--- config.mk ---
export PLATFORM = sky130hd
export DESIGN_NAME = sprite_rom_arbiter
export DESIGN_NICKNAME = d
export VERILOG_FILES = /design/src/rtl/sprite_arb_pkg.sv /design/src/rtl/sprite_rom_arbiter_rr_pick.sv /design/src/rtl/sprite_rom_arbiter.sv
export SDC_FILE = /design/constraint.sdc
export NUM_CORES = 1
export LEC_CHECK = 0
export BUFFER_PORTS_ARGS = -buffer_cell sky130_fd_sc_hd__buf_4
export CAP_MARGIN = 10
export CORE_MARGIN = 1.5
export CORE_UTILIZATION = 35
export DETAILED_ROUTE_END_ITERATION = 10
export GPL_TIMING_DRIVEN = 1
export PLACE_DENSITY = 0.67
export SETUP_SLACK_MARGIN = 0.3
export SLEW_MARGIN = 20
export SYNTH_ARGS = -nofsm -noshare
export SYNTH_HDL_FRONTEND = slang
export SYNTH_SLANG_ARGS = --single-unit
export TNS_END_PERCENT = 100
--- constraint.sdc ---
create_clock -name vga_clk -period 4.1 [get_ports vga_clk]
set_input_delay 0.41 -clock vga_clk [delete_from_list [all_inputs] [get_ports vga_clk]]
set_output_delay 0.41 -clock vga_clk [all_outputs]
set_load 0.1 [all_outputs]
--- src/rtl/sprite_arb_pkg.sv ---
`default_nettype none
// ============================================================================
// Module      : sprite_arb_pkg
// Description : Shared defaults, in-flight read tag type and one-hot helper
//               for the sprite ROM arbiter and its round-robin picker.
// Revision    : 1.0 - initial release
// ============================================================================
package sprite_arb_pkg;

    localparam int NUM_REQ_DEFAULT = 4;
    localparam int ADDR_W_DEFAULT  = 14;
    localparam int DATA_W_DEFAULT  = 2;
    localparam int ROM_LAT_DEFAULT = 1;

    // Tag id is sized for the largest supported requester count (8).
    localparam int MAX_REQ = 8;
    localparam int ID_W    = $clog2(MAX_REQ);

    typedef struct packed {
        logic            valid;
        logic [ID_W-1:0] id;
    } rom_tag_t;

    function automatic logic [MAX_REQ-1:0] onehot_from_id(input logic [ID_W-1:0] id);
        return MAX_REQ'(1) << id;
    endfunction

endpackage
`default_nettype wire

--- src/rtl/sprite_rom_arbiter_rr_pick.sv ---
`default_nettype none
// ============================================================================
// Module      : rr_pick
// Description : Combinational round-robin priority encoder; searches req
//               from rr_ptr upward, wrapping at NUM_REQ.
// Revision    : 1.0 - initial release
// ============================================================================
module rr_pick #(
    parameter int NUM_REQ = 4,
    parameter int PTR_W   = $clog2(NUM_REQ)
) (
    input  logic [NUM_REQ-1:0] req,
    input  logic [PTR_W-1:0]   rr_ptr,
    output logic [NUM_REQ-1:0] gnt,
    output logic [PTR_W-1:0]   gnt_id,
    output logic               any_gnt
);

    logic [PTR_W:0] w_idx;

    always_comb begin
        gnt     = '0;
        gnt_id  = '0;
        any_gnt = 1'b0;
        w_idx   = '0;
        for (int i = 0; i < NUM_REQ; i++) begin
            // One extra bit holds rr_ptr + i before the wrap compare.
            w_idx = {1'b0, rr_ptr} + (PTR_W+1)'(i);
            if (w_idx >= (PTR_W+1)'(NUM_REQ)) begin
                w_idx = w_idx - (PTR_W+1)'(NUM_REQ);
            end
            if (!any_gnt && req[w_idx[PTR_W-1:0]]) begin
                any_gnt = 1'b1;
                gnt_id  = w_idx[PTR_W-1:0];
            end
        end
        gnt[gnt_id] = any_gnt;
    end

endmodule
`default_nettype wire

--- src/rtl/sprite_rom_arbiter.sv ---
`default_nettype none
// ============================================================================
// Module      : sprite_rom_arbiter
// Description : Round-robin sharing of one negedge sprite ROM among NUM_REQ
//               pixel layers, with a tag pipeline routing each result back.
//               Optional macro SPRITE_ARB_PRIO0_EN gives requester 0 absolute
//               priority.
// Revision    : 1.0 - initial release
// ============================================================================
module sprite_rom_arbiter
    import sprite_arb_pkg::*;
#(
    parameter int NUM_REQ = NUM_REQ_DEFAULT,
    parameter int ADDR_W  = ADDR_W_DEFAULT,
    parameter int DATA_W  = DATA_W_DEFAULT,
    parameter int ROM_LAT = ROM_LAT_DEFAULT
) (
    input  logic                      vga_clk,
    input  logic                      reset_n,
    input  logic [NUM_REQ-1:0]        req,
    input  logic [NUM_REQ*ADDR_W-1:0] req_addr,
    output logic [NUM_REQ-1:0]        gnt,
    output logic [ADDR_W-1:0]         rom_address,
    input  logic [DATA_W-1:0]         rom_q,
    output logic [NUM_REQ-1:0]        rsp_valid,
    output logic [DATA_W-1:0]         rsp_data,
    output logic                      busy
);

    localparam int c_ptr_w = $clog2(NUM_REQ);

    logic [ADDR_W-1:0]  w_addr [NUM_REQ];
    logic [NUM_REQ-1:0] w_rr_req;
    logic [NUM_REQ-1:0] w_rr_gnt;
    logic [c_ptr_w-1:0] w_rr_id;
    logic               w_rr_any;
    logic [NUM_REQ-1:0] w_gnt;
    logic [c_ptr_w-1:0] w_gnt_id;
    logic               w_gnt_any;
    logic               w_ptr_adv;
    logic [c_ptr_w-1:0] w_next_ptr;
    logic [MAX_REQ-1:0] w_rsp_full;
    logic [NUM_REQ-1:0] w_rsp_onehot;
    logic               w_busy;

    logic [c_ptr_w-1:0] r_rr_ptr;
    logic [ADDR_W-1:0]  r_rom_address;
    logic [NUM_REQ-1:0] r_rsp_valid;
    logic [DATA_W-1:0]  r_rsp_data;
    rom_tag_t           r_tag [ROM_LAT];

    for (genvar gi = 0; gi < NUM_REQ; gi++) begin : g_addr_unpack
        assign w_addr[gi] = req_addr[gi*ADDR_W +: ADDR_W];
    end

    rr_pick #(
        .NUM_REQ (NUM_REQ),
        .PTR_W   (c_ptr_w)
    ) u_rr_pick (
        .req     (w_rr_req),
        .rr_ptr  (r_rr_ptr),
        .gnt     (w_rr_gnt),
        .gnt_id  (w_rr_id),
        .any_gnt (w_rr_any)
    );

`ifdef SPRITE_ARB_PRIO0_EN
    // Requester 0 bypasses the rotation and leaves rr_ptr untouched.
    assign w_rr_req = {req[NUM_REQ-1:1], 1'b0};

    always_comb begin
        w_gnt     = w_rr_gnt;
        w_gnt_id  = w_rr_id;
        w_gnt_any = w_rr_any;
        w_ptr_adv = w_rr_any;
        if (req[0]) begin
            w_gnt     = NUM_REQ'(1);
            w_gnt_id  = '0;
            w_gnt_any = 1'b1;
            w_ptr_adv = 1'b0;
        end
    end
`else
    assign w_rr_req  = req;
    assign w_gnt     = w_rr_gnt;
    assign w_gnt_id  = w_rr_id;
    assign w_gnt_any = w_rr_any;
    assign w_ptr_adv = w_rr_any;
`endif

    assign w_next_ptr = (w_gnt_id == c_ptr_w'(NUM_REQ - 1)) ? '0 : w_gnt_id + c_ptr_w'(1);

    assign w_rsp_full   = onehot_from_id(r_tag[ROM_LAT-1].id);
    assign w_rsp_onehot = w_rsp_full[NUM_REQ-1:0];

    if (NUM_REQ < MAX_REQ) begin : g_unused_hi
        logic w_unused_onehot_hi;
        assign w_unused_onehot_hi = |w_rsp_full[MAX_REQ-1:NUM_REQ];
    end

    always_ff @(posedge vga_clk) begin
        if (!reset_n) begin
            r_rom_address <= '0;
            r_rr_ptr      <= '0;
            r_rsp_valid   <= '0;
            r_rsp_data    <= '0;
            for (int s = 0; s < ROM_LAT; s++) begin
                r_tag[s] <= '0;
            end
        end else begin
            if (w_gnt_any) begin
                r_rom_address <= w_addr[w_gnt_id];
            end
            if (w_ptr_adv) begin
                r_rr_ptr <= w_next_ptr;
            end
            r_tag[0] <= '{valid: w_gnt_any, id: ID_W'(w_gnt_id)};
            for (int s = 1; s < ROM_LAT; s++) begin
                r_tag[s] <= r_tag[s-1];
            end
            // rom_q is valid here for the read tagged in the last stage.
            if (r_tag[ROM_LAT-1].valid) begin
                r_rsp_valid <= w_rsp_onehot;
                r_rsp_data  <= rom_q;
            end else begin
                r_rsp_valid <= '0;
            end
        end
    end

    always_comb begin
        w_busy = 1'b0;
        for (int s = 0; s < ROM_LAT; s++) begin
            w_busy = w_busy | r_tag[s].valid;
        end
    end

    assign gnt         = reset_n ? w_gnt : '0;
    assign rom_address = r_rom_address;
    assign rsp_valid   = r_rsp_valid;
    assign rsp_data    = r_rsp_data;
    assign busy        = w_busy;

endmodule
`default_nettype wire
==> flow_metrics.env <==
export IMPL_status="finished clean"
export IMPL_synth_seq_cells=25
export IMPL_io_pins=89
export IMPL_fp_coreArea_mm2=0.003971
export IMPL_fin_ws_ns=1.383
export IMPL_critPathRequiredTime_ns=3.69
export IMPL_clk_path_buf_depth=2
export IMPL_fin_skew_ns=0.004447
export IMPL_synth_top_area_cell="dfxtp_1"
export IMPL_vias=1376
export IMPL_synth_area_leaders="dfxtp_1, mux2i_1, a21o_1, a21oi_2, o21ai_0"
export IMPL_rows=23
export IMPL_drcViolationCount=0
export IMPL_hold_buffers=0
export IMPL_wirelength_um=3699
export IMPL_start_util_pct=36.23
export IMPL_clk_latency_ns=0.27
export IMPL_drive_above_1_share_pct=44.44
export IMPL_fp_dieH_um=67.12
export IMPL_setup_viol=0
export IMPL_root_buffer="clkbuf_8"
export IMPL_cp_max_fo=15
export IMPL_cp_start_kind="register"
export IMPL_synth_common_cells="mux2i_1, dfxtp_1, a21o_1, o21ai_0, a21oi_2"
export IMPL_cellPowerDensity_mw_per_mm2=450.7
export IMPL_cts_sinks=25
export IMPL_worstSetupPathType="reg2out"
export IMPL_pre_cts_ws_ns=1.552
export IMPL_area_growth_pct=48.52
export IMPL_synth_most_common_cell="mux2i_1"
export IMPL_gp_congestion=0.7448
export IMPL_nFillCells=405
export IMPL_antenna_found_initial=0
export IMPL_numCtsBuffers=3
export IMPL_fin_crit_ns=2.717
export IMPL_drtIter0Drc=21
export IMPL_dieArea_mm2=0.004504
export IMPL_switching_power_uw=457.3
export IMPL_fmax_ghz=0.3681
export IMPL_yosysWarnings=0
export IMPL_power_frac_seq_pct=31.1
export IMPL_period_share_pct=66.26
export IMPL_rsz0062_at_grt="false"
export IMPL_die_x_um=67.12
export IMPL_wire_per_inst_um=13.02
export IMPL_synth_cell_types=34
export IMPL_synth_top_area_share_pct=34.78
export IMPL_synth_fp_nets=216
export IMPL_maxSlewViolCount=0
export IMPL_postLayoutCellArea_mm2=0.002137
export IMPL_placed_area_mm2=0.002091
export IMPL_slew_headroom_pct=38.34
export IMPL_grt_start_max_net_pins=25
export IMPL_cts_max_level=1
export IMPL_cts_resized=0
export IMPL_cp_arrival_ns=2.31
export IMPL_finalSetupTns_ns=0
export IMPL_vias_per_cell=4.845
export IMPL_final_nets=300
export IMPL_drtPass1Iterations=4
export IMPL_finalHoldViolations=0
export IMPL_synth_edf_count=0
export IMPL_end_kind="output port"
export IMPL_tritoncts="built"
export IMPL_grt_use_total_pct=17.08
export IMPL_internal_power_uw=505.8
export IMPL_ir_drop_mv=0.2489
export IMPL_drt_antenna_violating_nets=0
export IMPL_grt_overflow_total=0
export IMPL_leakage_nw=1.083
export IMPL_first_global_vias=1347
export IMPL_antenna_diode_count=0
export IMPL_hp_class="in2reg"
export IMPL_synth_cells=151
export IMPL_async_flop_share_pct=0
export IMPL_dp_hpwl_um=2868
export IMPL_p_clk_share_pct=14.8
export IMPL_clk_pin_slew_ns=0.08
export IMPL_port_buffers=88
export IMPL_cts_setup_buffers=0
export IMPL_grt_pass1_wl_um=5982
export IMPL_comb_power_share_pct=54.1
export IMPL_syn_cell_area_mm2=0.001439
export IMPL_ys_seq_area_share_pct=34.78
export IMPL_synth_ff_type="dfxtp_1"
export IMPL_cap_violations=0
export IMPL_tightest_slew_ns=0.9165
export IMPL_power_uw=963.2
export IMPL_synth_area_per_cell_um2=9.529
export IMPL_swShare_pct=47.48
power groups by stage:
stage               logic (mW)  clock network [mW]  registers (mW)
global placement         0.521                   0           0.305
finish                   0.521               0.142           0.300
floorplan                0.217                   0           0.498
CTS                      0.524               0.150           0.300
detailed placement       0.524                   0           0.305
global route             0.548               0.160           0.305
per-layer routing:
layer	vias to the layer above	global-route usage, %	wire (um)
met5	-	0	0
met3	2	2.534	243
met1	614	23.10	1713
met2	45	28.22	1712
li1	715	-	-
met4	0	4.592	29
worst paths after layout:
check / start / endpoint / slack, ns / cells past startpoint
hold reg to reg: r_tag[0][1] / rsp_valid[1] / 0.44 / 1
setup reg to reg: r_rr_ptr[1] / rom_address[3] / 1.98 / 5
hold / removal: rom_q[0] / rsp_data[0] / 0.40 / 3
setup / recovery: r_rr_ptr[0] / gnt[3] / 1.38 / 7
per-stage QoR:
step	std cells	utilization (%)	hold WS (ns)
global route	284	53.81	0.4043
CTS	284	53.81	0.3950
finish	284	53.81	0.4050
detailed placement	280	52.65	0.4349
floorplan	151	-	0.4133
global placement	280	52.65	0.4364
cell families (layout without fill, tap and decap cells):
logic type	count (synthesis)	in the layout	share of synthesized area, %
AOI/OAI and AO/OA	44	44	22.61
and+or+nand+nor	35	35	13.39
muxes	31	31	21.57
DFF	25	25	34.78
buffers and inverters	15	98	6.782
adders and majority gates	1	1	0.8694
worst max-delay path, cell delays in order, from the launching register on:
cell and delay [ns]:
dfxtp_1 0.40, inv_1 0.09, a21oi_1 0.17, o22a_1 0.44
buf_4 0.33, ha_1 0.18, and3_1 0.15, buf_4 0.29
state kept, by name, indices dropped and copies added (netlist names):
signal	cells
rom_address	14
rsp_valid	4
r_tag	3
r_rr_ptr	2
rsp_data	2
placed cells by master, fill, tap and decap left out, types with 2 or more instances in the layout:
cell type / count
buf_4: 89
mux2i_1: 31
dfxtp_1: 25
a21o_1: 11
o21ai_0: 11
a21oi_2: 8
nand2_1: 6
nand2b_1: 6
nand3_1: 6
inv_1: 4
a21oi_1: 4
nor2_1: 4
o221ai_1: 4
nor2b_1: 3
clkbuf_8: 3
and2_1: 2
and3_1: 2
nor3_1: 2
area by class of cell:
class                      count  area (um^2)  area share, %
clock buffer                   3        41.29          1.932
multi-input combinational    111        840.8          39.34
inverter                       5        18.77         0.8782
clock inverter                 1        5.005         0.2342
tap                           50        62.56          2.927
sequential                    25        500.5          23.42
timing repair buffer          89        668.1          31.26
No activity file was read; power rests on OpenSTA's default activity.
